==> config.mk <==
export PLATFORM = sky130hd
export DESIGN_NAME = word_player_flat
export DESIGN_NICKNAME = d
export VERILOG_FILES = /design/src/rtl/word_player_if.sv /design/src/rtl/word_player.sv /design/src/flat_wrapper.sv
export SDC_FILE = /design/constraint.sdc
export NUM_CORES = 1
export LEC_CHECK = 0
export BUFFER_PORTS_ARGS = -buffer_cell sky130_fd_sc_hd__buf_2
export CORE_AREA = 2 2 67 69
export CTS_CLUSTER_DIAMETER = 120
export DETAILED_ROUTE_END_ITERATION = 6
export DIE_AREA = 0 0 69 71
export GPL_TIMING_DRIVEN = 0
export PLACE_DENSITY = 0.76
export SLEW_MARGIN = 10
export SYNTH_ARGS = -nofsm -noshare
export SYNTH_HDL_FRONTEND = slang
export SYNTH_SLANG_ARGS = --single-unit
==> constraint.sdc <==
create_clock -name clk -period 2 [get_ports clk]
set_clock_uncertainty 0.15 [all_clocks]
set_input_delay 0.2 -clock clk [delete_from_list [all_inputs] [get_ports clk]]
set_output_delay 0.2 -clock clk [all_outputs]
set_load 0.01 [all_outputs]
==> src/rtl/word_player_if.sv <==
`default_nettype none
// ============================================================================
//  Module   : word_player_if
//  Purpose  : Control / sequencer handshake bundle for word_player.
//             The slave modport is the player itself; the master modport is
//             the controller plus the upstream word sequencer.
//  Revision : 1.0  initial release
// ============================================================================
interface word_player_if;
  logic        start;
  logic        abort;
  logic [11:0] data_in;
  logic        go;
  logic [11:0] word_out;
  logic        word_valid;
  logic        busy;
  logic        done;

  modport slave (
    input  start,
    input  abort,
    input  data_in,
    output go,
    output word_out,
    output word_valid,
    output busy,
    output done
  );

  modport master (
    output start,
    output abort,
    output data_in,
    input  go,
    input  word_out,
    input  word_valid,
    input  busy,
    input  done
  );
endinterface
`default_nettype wire

==> src/rtl/word_player.sv <==
`default_nettype none
// ============================================================================
//  Module   : word_player
//  Purpose  : Plays NWORDS control words from an upstream sequencer onto
//             word_out, holding each for DWELL cycles. Between words it
//             pulses go and waits LAT cycles for the sequencer to present
//             the next word, keeping the previous word applied meanwhile.
//  Revision : 1.0  initial release
// ============================================================================
module word_player #(
  parameter int unsigned DWELL  = 16,  // 1..65535
  parameter int unsigned NWORDS = 8,   // 1..15
  parameter int unsigned LAT    = 2    // 1..7
) (
  input  logic         clk,
  input  logic         rst,            // asynchronous, active-low
  word_player_if.slave bus
);

  // Reload values sized to the counters they are loaded into.
  localparam logic [15:0] c_dwell_init = 16'(DWELL - 1);
  localparam logic [2:0]  c_lat_init   = 3'(LAT - 1);
  localparam logic [3:0]  c_nwords     = 4'(NWORDS);

  typedef enum logic [1:0] {
    S_IDLE = 2'd0,
    S_HOLD = 2'd1,
    S_REQ  = 2'd2,
    S_WAIT = 2'd3
  } state_t;

  state_t      r_state;
  logic [15:0] r_dwell;
  logic [2:0]  r_lat;
  logic [3:0]  r_wcnt;
  logic        r_go;
  logic [11:0] r_word;
  logic        r_valid;
  logic        r_busy;
  logic        r_done;

  // Single-process FSM: every output is a register updated with the state.
  // go and done default low so they can only ever be one-cycle pulses.
  always_ff @(posedge clk or negedge rst) begin
    if (!rst) begin
      r_state <= S_IDLE;
      r_dwell <= 16'd0;
      r_lat   <= 3'd0;
      r_wcnt  <= 4'd0;
      r_go    <= 1'b0;
      r_word  <= 12'h000;
      r_valid <= 1'b0;
      r_busy  <= 1'b0;
      r_done  <= 1'b0;
    end else begin
      r_go   <= 1'b0;
      r_done <= 1'b0;
      case (r_state)
        S_IDLE: begin
          // abort takes priority even here: start with abort never launches.
          if (bus.start && !bus.abort) begin
            r_word  <= bus.data_in;
            r_valid <= 1'b1;
            r_busy  <= 1'b1;
            r_wcnt  <= 4'd1;
            r_dwell <= c_dwell_init;
            r_state <= S_HOLD;
          end
        end

        S_HOLD: begin
          if (bus.abort) begin
            // Leave word_out on the last applied word.
            r_valid <= 1'b0;
            r_busy  <= 1'b0;
            r_state <= S_IDLE;
          end else if (r_dwell == 16'd0) begin
            if (r_wcnt < c_nwords) begin
              // go is registered, so it is high for exactly the REQ cycle.
              r_go    <= 1'b1;
              r_state <= S_REQ;
            end else begin
              r_done  <= 1'b1;
              r_valid <= 1'b0;
              r_busy  <= 1'b0;
              r_state <= S_IDLE;
            end
          end else begin
            r_dwell <= r_dwell - 16'd1;
          end
        end

        S_REQ: begin
          if (bus.abort) begin
            r_valid <= 1'b0;
            r_busy  <= 1'b0;
            r_state <= S_IDLE;
          end else begin
            r_lat   <= c_lat_init;
            r_state <= S_WAIT;
          end
        end

        S_WAIT: begin
          if (bus.abort) begin
            r_valid <= 1'b0;
            r_busy  <= 1'b0;
            r_state <= S_IDLE;
          end else if (r_lat == 3'd0) begin
            // Sequencer output is valid now; swap in the next word.
            r_word  <= bus.data_in;
            r_wcnt  <= r_wcnt + 4'd1;
            r_dwell <= c_dwell_init;
            r_state <= S_HOLD;
          end else begin
            r_lat <= r_lat - 3'd1;
          end
        end

        default: begin
          r_valid <= 1'b0;
          r_busy  <= 1'b0;
          r_state <= S_IDLE;
        end
      endcase
    end
  end

  assign bus.go         = r_go;
  assign bus.word_out   = r_word;
  assign bus.word_valid = r_valid;
  assign bus.busy       = r_busy;
  assign bus.done       = r_done;

endmodule
`default_nettype wire

==> src/flat_wrapper.sv <==
// flat-port wrapper written by rule: the top's interface ports become plain ports
module word_player_flat 
#(
  parameter int unsigned DWELL  = 16,             
  parameter int unsigned NWORDS = 8,           
  parameter int unsigned LAT    = 2           
)
  (clk, rst, bus_start, bus_abort, bus_data_in, bus_go, bus_word_out, bus_word_valid, bus_busy, bus_done);
  word_player_if bus_i ();
  input  logic clk;
  input  logic rst;
  input wire logic [$bits(bus_i.start)-1:0] bus_start;
  input wire logic [$bits(bus_i.abort)-1:0] bus_abort;
  input wire logic [$bits(bus_i.data_in)-1:0] bus_data_in;
  output wire logic [$bits(bus_i.go)-1:0] bus_go;
  output wire logic [$bits(bus_i.word_out)-1:0] bus_word_out;
  output wire logic [$bits(bus_i.word_valid)-1:0] bus_word_valid;
  output wire logic [$bits(bus_i.busy)-1:0] bus_busy;
  output wire logic [$bits(bus_i.done)-1:0] bus_done;
  assign bus_i.start = bus_start;
  assign bus_i.abort = bus_abort;
  assign bus_i.data_in = bus_data_in;
  assign bus_go = bus_i.go;
  assign bus_word_out = bus_i.word_out;
  assign bus_word_valid = bus_i.word_valid;
  assign bus_busy = bus_i.busy;
  assign bus_done = bus_i.done;
  word_player #(.DWELL(DWELL), .NWORDS(NWORDS), .LAT(LAT)) u_core (.clk(clk), .rst(rst), .bus(bus_i));
endmodule
### Word level (Yosys, flattened, before mapping)

Index checks and enable logic that the tools add are counted.

* register bits: 40
* input port bits: 16
* output and inout port bits: 16
* word-level logic and storage cells: 80

* add/sub/neg operators: 3
* $lt $le $gt $ge: 1
* equal/unequal tests: 14
* multiplexer cells: 40
* reduce and logical (&&, ||, !) cells: 14

Operators with widths (count)
* two-way mux 16 bit: 5
* case mux 16 bit (3 select lines): 1
* two-way mux 12 bit: 3
* case mux 12 bit (2 select lines): 1
* zero test 16 bit: 1
* subtractor 16 x 1 -> 16 bit, second input constant: 1
* two-way mux 2 bit: 7
* two-way mux 1 bit: 13
* two-way mux 4 bit: 3
* AND reduction 4 bit: 3
* != test 2 bit, second input constant: 5
* two-way mux 3 bit: 3
* case mux 2 bit (4 select lines): 1
* case mux 4 bit (2 select lines): 1
* != test 2 x 1 -> 1 bit, second input constant: 3
* != test 3 x 2 -> 1 bit, second input constant: 2
* case mux 3 bit (2 select lines): 1
* AND reduction 6 bit: 1
* adder 4 x 1 -> 4 bit, second input constant: 1
* equality test 2 bit, second input constant: 2
* less-than comparator 4 bit, second input constant: 1
* nonzero test 2 bit: 2
* zero test 3 bit: 1
* != test 3 bit, second input constant: 1
* other kinds (9): 9

### Depth between registers and ports, before layout

Gate-level depths: netlist of run 1.

* depth after elaboration: 5
* gate-level depth with buffers: 8
* depth with buffers taken out: 7

### Worst setup path before layout of run 1

Ideal clock, no wire load.

* path type: register to register
* start point: register u_core.r_dwell[0]
* end point: register u_core.r_dwell[14]
* library setup time: 132 ps
* arrival time: 1837 ps
* required time: 1718 ps
* setup slack: -119 ps
* stages on the path, launching flop included: 8
* path buffers: 0
* period minus slack after synthesis: 2119 ps
* cells stage by stage: dfrtp_1 > inv_1 > ha_1 > or3b_2 > a2111oi_4 > nand4b_1 > xor2_1 > nor2_1

* word-level cells in the longest chain between the ends: 4
* elaborated cells on any way between the ends: 7
* classes of those cells: add/sub (1); eq/ne (1); mux (3); reduce/logical (2)

RTL lines
* start, declared: line word_player.sv:33 `logic [15:0] r_dwell;`
* start signal, assigned: line word_player.sv:66 `r_dwell <= c_dwell_init;`
* start signal, assigned: line word_player.sv:89 `r_dwell <= r_dwell - 16'd1;`
* start signal, assigned: line word_player.sv:113 `r_dwell <= c_dwell_init;`
* subtractor 16 x 1 -> 16 bit: line word_player.sv:89
* two-way mux 16 bit: line word_player.sv:77 `end else if (r_dwell == 16'd0) begin`
* two-way mux 16 bit: line word_player.sv:72 `if (bus.abort) begin`
* case mux 16 bit (3 select lines): line word_player.sv:58 `case (r_state)`

Parallel ways exist; a longest one is shown, timed or not. The select of a mux whose other input is x is not followed.
A chain may end at the register's enable or synchronous reset.

### Final worst setup path of run 1

* start point: register u_core.r_dwell[7]
* end point: register u_core.r_dwell[14]

The elaborated chain is that of the path after synthesis.

==> results of run 1 <==
-- sequential cells by signal (all words and copies together), names as in the netlist --
| signal | count |
|---|---|
| u_core.r_dwell | 16 |
| u_core.bus.word_out | 12 |
| u_core.r_wcnt | 4 |
| u_core.r_lat | 3 |
| u_core.r_state | 2 |
| u_core.bus.done | 1 |
| u_core.bus.go | 1 |
| u_core.bus.word_valid | 1 |
-- worst min-delay path by stage --
stage | to | cells past startpoint | from | slack, ns
5_1_grt | u_core.r_state[1]$_DFFE_PN0P_ | 2 | bus_abort | 0.04
4_1_cts | u_core.r_state[0]$_DFFE_PN0P_ | 2 | bus_abort | 0.003
2_1_floorplan | u_core.bus.done$_DFF_PN0_ | 0 | rst | -0.25
3_5_place_dp | u_core.bus.word_out[9]$_DFFE_PN0P_ | 1 | rst | 0.22
3_3_place_gp | u_core.bus.word_out[8]$_DFFE_PN0P_ | 1 | rst | 0.21
6_report | u_core.r_state[1]$_DFFE_PN0P_ | 2 | bus_abort | 0.03
-- power breakdown --
| part | switching, mW | internal, mW | leakage (nW) |
|---|---|---|---|
| clock | 0.279 | 0.236 | 0.0400 |
| sequential | 0.105 | 0.913 | 0.513 |
| combinational | 0.303 | 0.304 | 0.747 |
| total | 0.687 | 1.45 | 1.30 |
-- repair_timing --
| action | CTS | global route |
|---|---|---|
| endpoints found under the setup margin | 22 | 27 |
| endpoints found under the hold margin | 52 | 0 |
| hold buffers | 13 | 0 |
| resized for setup | 13 | 24 |
| buffers inserted | 8 | 10 |
| pin swaps | 9 | 9 |
-- synthesized netlist by cell type, drive strengths merged, types with 2 or more instances --
cell     instances  area (um^2)
o211ai           4         35.0
o2111ai          2         17.5
or3              5         31.3
nor4b            2         17.5
ha               4         50.1
dfrtp           40         1000
nor4             3         25.0
nor3             6         30.0
nand2           47          176
inv              7         26.3
nor3b            3         22.5
nor2            20         85.1
xor2             9         78.8
nand3            5         25.0
clkbuf           4         15.0
nand2b           2         20.0
buf              5         36.3
o21ai            9         60.1
or4              2         18.8
a21oi            8         51.3
-- metal layers --
metal  global-route usage  up-vias  wire length (um)
li1                     -      857                 -
met1                0.227      854              1990
met2                0.334       30              2440
met3               0.0456        8               148
met4               0.0806        0                76
met5                    0        -                 0
-- worst max-delay path: cells and delay by family, from the launching register on --
kind	cells	cell delay [ns]
AOI/OAI and AO/OA	1	0.41
xor gates and xnor gates	1	0.17
DFF	1	0.42
and+or+nand+nor	3	0.82
-- kinds of logic (layout without fill, tap and decap cells) --
| family | Yosys count | after routing | share of synthesized area |
|---|---|---|---|
| AND/OR/NAND/NOR | 103 | 103 | 0.257 |
| buffers and inverters | 16 | 84 | 0.0384 |
| adder cells (fa/ha/maj) | 4 | 4 | 0.0248 |
| AO/OA/AOI/OAI | 34 | 34 | 0.136 |
| flip-flops | 40 | 40 | 0.495 |
| multiplexers | 1 | 1 | 0.00495 |
| XOR/XNOR | 10 | 10 | 0.0433 |
-- placed cells by master, fill, tap and decap left out, types with 3 or more instances in the layout --
| cell | count |
|---|---|
| sky130_fd_sc_hd__nor3_1 | 5 |
| sky130_fd_sc_hd__a21oi_1 | 7 |
| sky130_fd_sc_hd__buf_2 | 33 |
| sky130_fd_sc_hd__o21ai_0 | 7 |
| sky130_fd_sc_hd__inv_1 | 4 |
| sky130_fd_sc_hd__or3_1 | 5 |
| sky130_fd_sc_hd__dfrtp_1 | 39 |
| sky130_fd_sc_hd__nor2_1 | 16 |
| sky130_fd_sc_hd__inv_2 | 3 |
| sky130_fd_sc_hd__nand3_1 | 4 |
| sky130_fd_sc_hd__xor2_1 | 9 |
| sky130_fd_sc_hd__buf_4 | 18 |
| sky130_fd_sc_hd__clkbuf_8 | 5 |
| sky130_fd_sc_hd__o211ai_1 | 3 |
| sky130_fd_sc_hd__dlygate4sd3_1 | 13 |
| sky130_fd_sc_hd__nand2_1 | 46 |
-- cell type report --
cell class	instances	area, um^2	area share
Clock buffer	5	68.8	0.0250
Clock inverter	2	12.5	0.00455
Sequential cell	40	1000	0.364
Tap cell	52	65.1	0.0236
Multi-Input combinational cell	152	1070	0.390
Buffer	9	62.6	0.0227
Timing Repair Buffer	61	440	0.160
Inverter	7	26.3	0.00955
==> results.md, run 1 <==
Global route:
- The first global-routing pass estimated 7510 um of wire.
- For this run the aggregate overflow at the end of global routing stands at 0.
- The initial antenna violation count is 0.
- Entering global routing, the biggest net connects 41 pins.
- The via count of the first global-routing pass is 1662.
- The overall track demand over capacity in global routing is 0.192.

Route:
- After detailed routing, the number of vias per cell comes to roughly 5.3.
- The remaining design rule violation count is 0.
- In the final routed layout, each cell accounts on average for around 14 um.
- The detail route stage leaves a number of antenna-violating nets equal to 0.
- Before antenna repair, the detailed router went through 4 iterations.
- The detailed-route wire length is about 4700 um.
- The count of routing violations after the opening detailed-route iteration is 50.
- Detailed routing inserted a total of 1749 vias.

Setup path:
- In this run the worst setup path begins at u_core.r_dwell[7]$_DFFE_PN0P_.
- The critical path goes through or4_4, a2111oi_4, nand4b_1, xor2_1, nor2_1.
- The setup slack of the most critical reg-to-reg path is -0.09 ns.
- For the worst setup path, the data required time is 2.03 ns.
- In this run the worst setup path terminates at u_core.r_dwell[14]$_DFFE_PN0P_.
- The critical path's largest stage delay is 0.60 ns.
- The kind of critical path is register to register.
- The nature of the critical path endpoint is a register.
- The data arrival time of the critical path is 2.12 ns.
- Of all nets on the critical path, the largest fanout is 4.
- The master of the slowest instance on the critical path is sky130_fd_sc_hd__or4_4.
- The worst register-to-register path begins at u_core.r_dwell[7]$_DFFE_PN0P_.
- The worst register-to-register path ends at u_core.r_dwell[14]$_DFFE_PN0P_.
- STA classifies the critical path startpoint as a register.
- The depth of the worst register-to-register path is 5.

CTS:
- In this run the clock root is driven by a sky130_fd_sc_hd__clkbuf_8.
- The worst-skew pair later-pin latency is roughly 0.30 ns.
- The clock sink total is 40.
- The maximum buffer depth of the clock tree is 2.
- The clock transition at the registers of the reported paths is around 0.070 ns.
- The H-tree was split into 2 levels.
- The clock tree from TritonCTS is done.
- The total clock buffers created by CTS is 5.

STA:
- The ratio of final minimum period to clock period is 1.04.
- The sum of negative setup slack is -0.244 ns.
- For the pin with the worst max-slew slack, the measured transition is around 0.88 ns.
- The number of slew-limit violations in the final report is 0.
- Setup repair after global routing could not meet its margin everywhere.
- The post-route minimum period is 2.09 ns.
- The final count of hold timing violations was 0.
- The number of setup violations in the final report is 6.
- The upper clock frequency limit is between 0.4 and 0.5 GHz.
- Hold timing on the final database bottoms out at a slack of 0.0269 ns.
- The relative slew slack is 0.415.
- The worst-case setup margin in the final layout is -0.0868 ns.

Placement:
- Summing all placed instances gives a cell area of 2240 um^2.
- At the end of routability-driven placement, the weighted congestion stood at approximately 0.84.
- The number of placed instances with taps included is 290.
- In this run the tool buffered the top-level ports with 30 buffer cells.
- The placed wire-length estimate after detailed placement is between 2000 and 3000 um.
- At the placement stage, the worst setup path has a slack of -0.269 ns.

Floorplanning:
- 32 I/O pins were placed.
- From bottom edge to top edge, the die measures 71 um.
- For this configuration, the core starts out at a cell density of 0.481.
- The count of standard-cell rows is 24.
- The width of the die is 69 um.
- The region available for standard cell placement spans 4200 um^2.
- The die covers 4900 um^2.

Pwr:
- Dividing total power by cell area gives a power density of slightly below 800 nW/um^2.
- The leakage dissipation is ~1.3 nW.
- The peak ir drop on the vdd network is 495 uV.
- The total power is 2.14 mW.

Finish:
- The final non-filler cell total is 328.
- The antenna diode instance count is 0.
- At the end of the flow the core is filled with cells to 0.655.
- The number of fill cells in the layout is 319.
- The final layout contains between 200 and 300 nets.
- The post-layout instance area is 2750 um^2.
- Of the cells placed in the final design, the portion with a size suffix greater than 1 is 0.344.
- The area growth from synthesis to layout is 36.1%.

Yosys:
- The sequential cell area fraction in the yosys report is 0.495.
- The netlist area before placement is 2020 um^2.
- The synthesized area divided by synthesized cell count is 9.72 um^2.
- For this run, asynchronously set or reset flops after synthesis account for 1.00.
- Counting every instance in the synthesized netlist gives about 210.
- After synthesis, the netlist uses 52 different library cells.
- The synthesized net count is 228.
- The total of warnings raised by yosys is 0.
- The synthesis-stage register bit count is 40.
- The main flop type after synthesis is sky130_fd_sc_hd__dfrtp_1.
- Counting flops with a built-in enable in the synthesized netlist gives 0.

Status:
- The checks that failed: setup timing.
- The run finished, with violations left.

Worst hold path:
- The min-delay analysis places its worst path in the category primary input to register.

Run:
- The count of maximum capacitance violations is 0.
Power figures use the tool's default switching activity.
==> inputs of run 2 (changes only) <==
==> constraint.sdc (replaced) <==
create_clock -name clk -period 2 [get_ports clk]
set_clock_uncertainty 0.15 [all_clocks]
set_input_delay 0.5 -clock clk [delete_from_list [all_inputs] [get_ports clk]]
set_output_delay 0.5 -clock clk [all_outputs]
set_load 0.01 [all_outputs]
==> results.md, run 2 (synthesis results as in run 1) <==
Status:
- The flow ran to the end, but the final reports show violations.
- The checks that failed: setup timing.

STA:
- The upper clock frequency limit is 0.465 GHz (-2.9%).
- The final count of hold timing violations was 0 (unchanged).
- The relative slew slack was 0.425 (+0.00954).
- Setup repair after global routing could not meet its margin everywhere.
- The ratio of final minimum period to clock period is 1.07 (+0.0313).
- The post-route minimum period is 2.15 ns (+0.0626 ns).
- The worst-case setup margin in the final layout was -0.149 ns (-0.0626 ns).
- The transition time of the tightest slew-check pin came to 0.863 ns (-0.0143 ns).
- The sum of negative setup slack is -1.30 ns (-1.06 ns).
- The final hold slack was 0.156 ns (+0.129 ns).
- The number of setup violations in the final report is 17 (+11).
- The number of slew-limit violations in the final report is 0 (unchanged).

Route:
- The number of search-and-repair iterations in the first detailed-routing pass is 4 (unchanged).
- The highest routing layer actually used is met4.
- The via-per-instance ratio came to 5.50 (+3.1%).
- The total number of vias came to 1782 (+1.9%).
- The remaining design rule violation count is 0 (unchanged).
- The detailed-route wire length came to 4820 um (+3.5%).
- The length of routed wiring on met1 is 1990 um (+0.20%).
- The wire length per cell after detailed routing is 14.9 um (+4.8%).
- The count of routing violations after the opening detailed-route iteration came to 82 (+64%).
- The routed wire length on met3 was 152 um (+2.7%).
- The met2 wirelength from detailed routing is 2490 um (+1.8%).
- The number of nets with antenna violations after detailed routing is 0 (unchanged).

CTS:
- The maximum buffer depth of the clock tree is 2 (unchanged).
- The number of hold buffers added after CTS is 0 (-13).
- CTS placed an instance of sky130_fd_sc_hd__clkbuf_8 at the clock tree root.
- The CTS H-tree depth is 2 (unchanged).
- TritonCTS built the clock tree.
- The clock sink total is 40 (unchanged).
- The worst-skew pair later-pin latency was 0.30 ns (about the same).
- The total clock buffers created by CTS is 5 (unchanged).
- The clock transition at the registers of the reported paths is 0.08 ns (about the same).

Setup path:
- The worst register-to-register path begins at u_core.r_dwell[0]$_DFFE_PN0P_.
- The peak fanout along the critical path is 4 (unchanged).
- Tracing the worst setup path back leads to its startpoint at u_core.r_dwell[0]$_DFFE_PN0P_.
- The endpoint identified for the worst register-to-register timing path is u_core.r_dwell[11]$_DFFE_PN0P_.
- The data required time at the worst endpoint came to 2.07 ns (+0.04 ns).
- The setup slack of the most critical reg-to-reg path is -0.15 ns (-0.06 ns).
- The worst setup path is launched from a register.
- STA classifies the critical path endpoint as a register.
- The data arrival time of the critical path is 2.22 ns (+0.10 ns).
- The depth of the worst register-to-register path came to 6 (+1).
- The kind of critical path is register to register.

Placement:
- The total of buffers placed on input and output ports is 30 (unchanged).
- The final weighted congestion of routability-driven global placement is 0.797 (-5.4%).
- The placed wire-length estimate after detailed placement is 2700 um (-1.4%).
- The pre-CTS setup slack was -0.274 ns (-0.00495 ns).

Finish:
- The most common cell after layout, fill and taps aside is sky130_fd_sc_hd__nand2_1.
- The number of nets in the layout was 291 (-1.7%).
- Compared with the post-synthesis result, the final layout area differs by 38.4%.
- More flip-flops sit in one register than any other, and that register is u_core.r_dwell.
- The share of post-route cells with drive strength above 1 was 0.423 (+0.0786).
- The number of fill cells in the layout was 313 (-1.9%).
- The flip-flop count of the largest register, all copies and words added is 16 (unchanged).
- The final standard cell utilization of the core was 0.666 (+0.0110).
- In the layout the commonest cells are sky130_fd_sc_hd__nand2_1 (46), sky130_fd_sc_hd__dfrtp_1 (38), sky130_fd_sc_hd__buf_2 (32), sky130_fd_sc_hd__buf_4 (23), sky130_fd_sc_hd__nor2_1 (16).
- The antenna diode instance count was 0 (unchanged).

Floorplanning:
- The count of standard-cell rows is 24 (unchanged).
- The area of the placeable core is 4200 um^2 (unchanged).
- The width of the die is 69 um (unchanged).
- The starting density of the core came to 0.481 (unchanged).
- The area of the die is 4900 um^2 (unchanged).
- The die height is 71 um (unchanged).
- The top-level I/O count came to 32 (unchanged).

Pwr:
- The leakage dissipation is 1.30 nW (+0.30%).
- The peak ir drop on the vdd network was 387 uV (-22%).
- The internal power contribution is 1.67 mW (+15%).
- The power share of the sequential group is 0.426 (-0.050).
- The share of total power consumed by net switching is 0.303 (-0.0178).
- The total net switching power is 0.725 mW (+5.5%).
- The power density over the cells is 854 nW/um^2 (+9.9%).
- The share of total power in the clock network is 0.291 (+0.051).
- The relative contribution of combinational cells to total power is 0.283 (about the same).

Global route:
- The initial antenna violation count is 0 (unchanged).
- The overall track demand over capacity in global routing is 0.190 (-0.00182).
- The remaining global-route overflow was 0 (unchanged).
- The maximum number of pins on one net before global-route repair is 41 (unchanged).
- The global-route wire length before repair is 7490 um (-0.28%).
- The via count of the first global-routing pass is 1711 (+2.9%).

Worst hold path:
- The class of the tightest hold or removal check is primary input to asynchronous set/reset pin.

Run:
- The count of maximum capacitance violations was 0 (unchanged).
[run 2: changes by cell type in the layout (fill, tap and decap cells not counted), sizes merged]
| cell | change |
|---|---|
| dlygate4sd3 | -13 |
| clkinvlp | -1 |
| buf | +8 |
| bufinv | +1 |
| clkbuf | +1 |
[run 2: worst max-delay path by stage]
stage / endpoint / cells past startpoint
after floorplan: u_core.bus.word_valid$_DFFE_PN0P_ / 6
after global placement: u_core.r_dwell[3]$_DFFE_PN0P_ / 7
after detailed placement: u_core.r_dwell[3]$_DFFE_PN0P_ / 7
after CTS: u_core.r_dwell[12]$_DFFE_PN0P_ / 8
after global routing: u_core.r_dwell[11]$_DFFE_PN0P_ / 6
final: u_core.r_dwell[11]$_DFFE_PN0P_ / 6
[run 2: metal layers]
layer,vias to the layer above,global-route usage
li1,848,-
met1,873,0.234
met2,41,0.315
met3,20,0.0328
met4,0,0.111
met5,-,0
[run 2: final cells by class]
class / count / area, um^2 / area share
multi-input cells: 152 / 1130 / 0.405
flip-flops and latches: 40 / 1000 / 0.359
repair buffers: 57 / 384 / 0.137
clock buffers: 6 / 82.6 / 0.0295
plain buffers: 8 / 66.3 / 0.0237
well taps: 52 / 65.1 / 0.0232
clock inverters: 2 / 38.8 / 0.0139
inverters: 7 / 26.3 / 0.00939
[run 2: what timing repair did]
item / 4_1_cts / 5_1_grt
buffers inserted: 12 / 15
pin swaps: 9 / 17
gates resized for setup: 22 / 33
setup endpoints to repair: 25 / 30
[run 2: power by group through the flow]
stage	Combinational [mW]	Sequential, mW	Clock (mW)
after global routing	0.738	1.03	0.745
after global placement	0.413	1.00	0
after floorplan	0.265	1.02	0
after detailed placement	0.427	1.01	0
after CTS	0.542	1.00	0.712
final	0.676	1.02	0.697
[run 2: critical path, stage by stage, from the launching register on]
cell and delay (ns):
sky130_fd_sc_hd__dfrtp_1 0.40, sky130_fd_sc_hd__buf_6 0.13, sky130_fd_sc_hd__or4_4 0.55, sky130_fd_sc_hd__nor2_4 0.16
sky130_fd_sc_hd__o211ai_2 0.14, sky130_fd_sc_hd__or3_4 0.40, sky130_fd_sc_hd__a21oi_2 0.14
[run 2: through the flow]
| stage | cells | instance area, um^2 | power (mW) |
|---|---|---|---|
| 6_report | 324 | 2800 | 2.39 |
| 5_1_grt | 324 | 2800 | 2.51 |
| 4_1_cts | 310 | 2550 | 2.26 |
| 3_5_place_dp | 290 | 2260 | 1.43 |
| 3_3_place_gp | 290 | 2260 | 1.42 |
| 2_1_floorplan | 208 | 2040 | 1.28 |
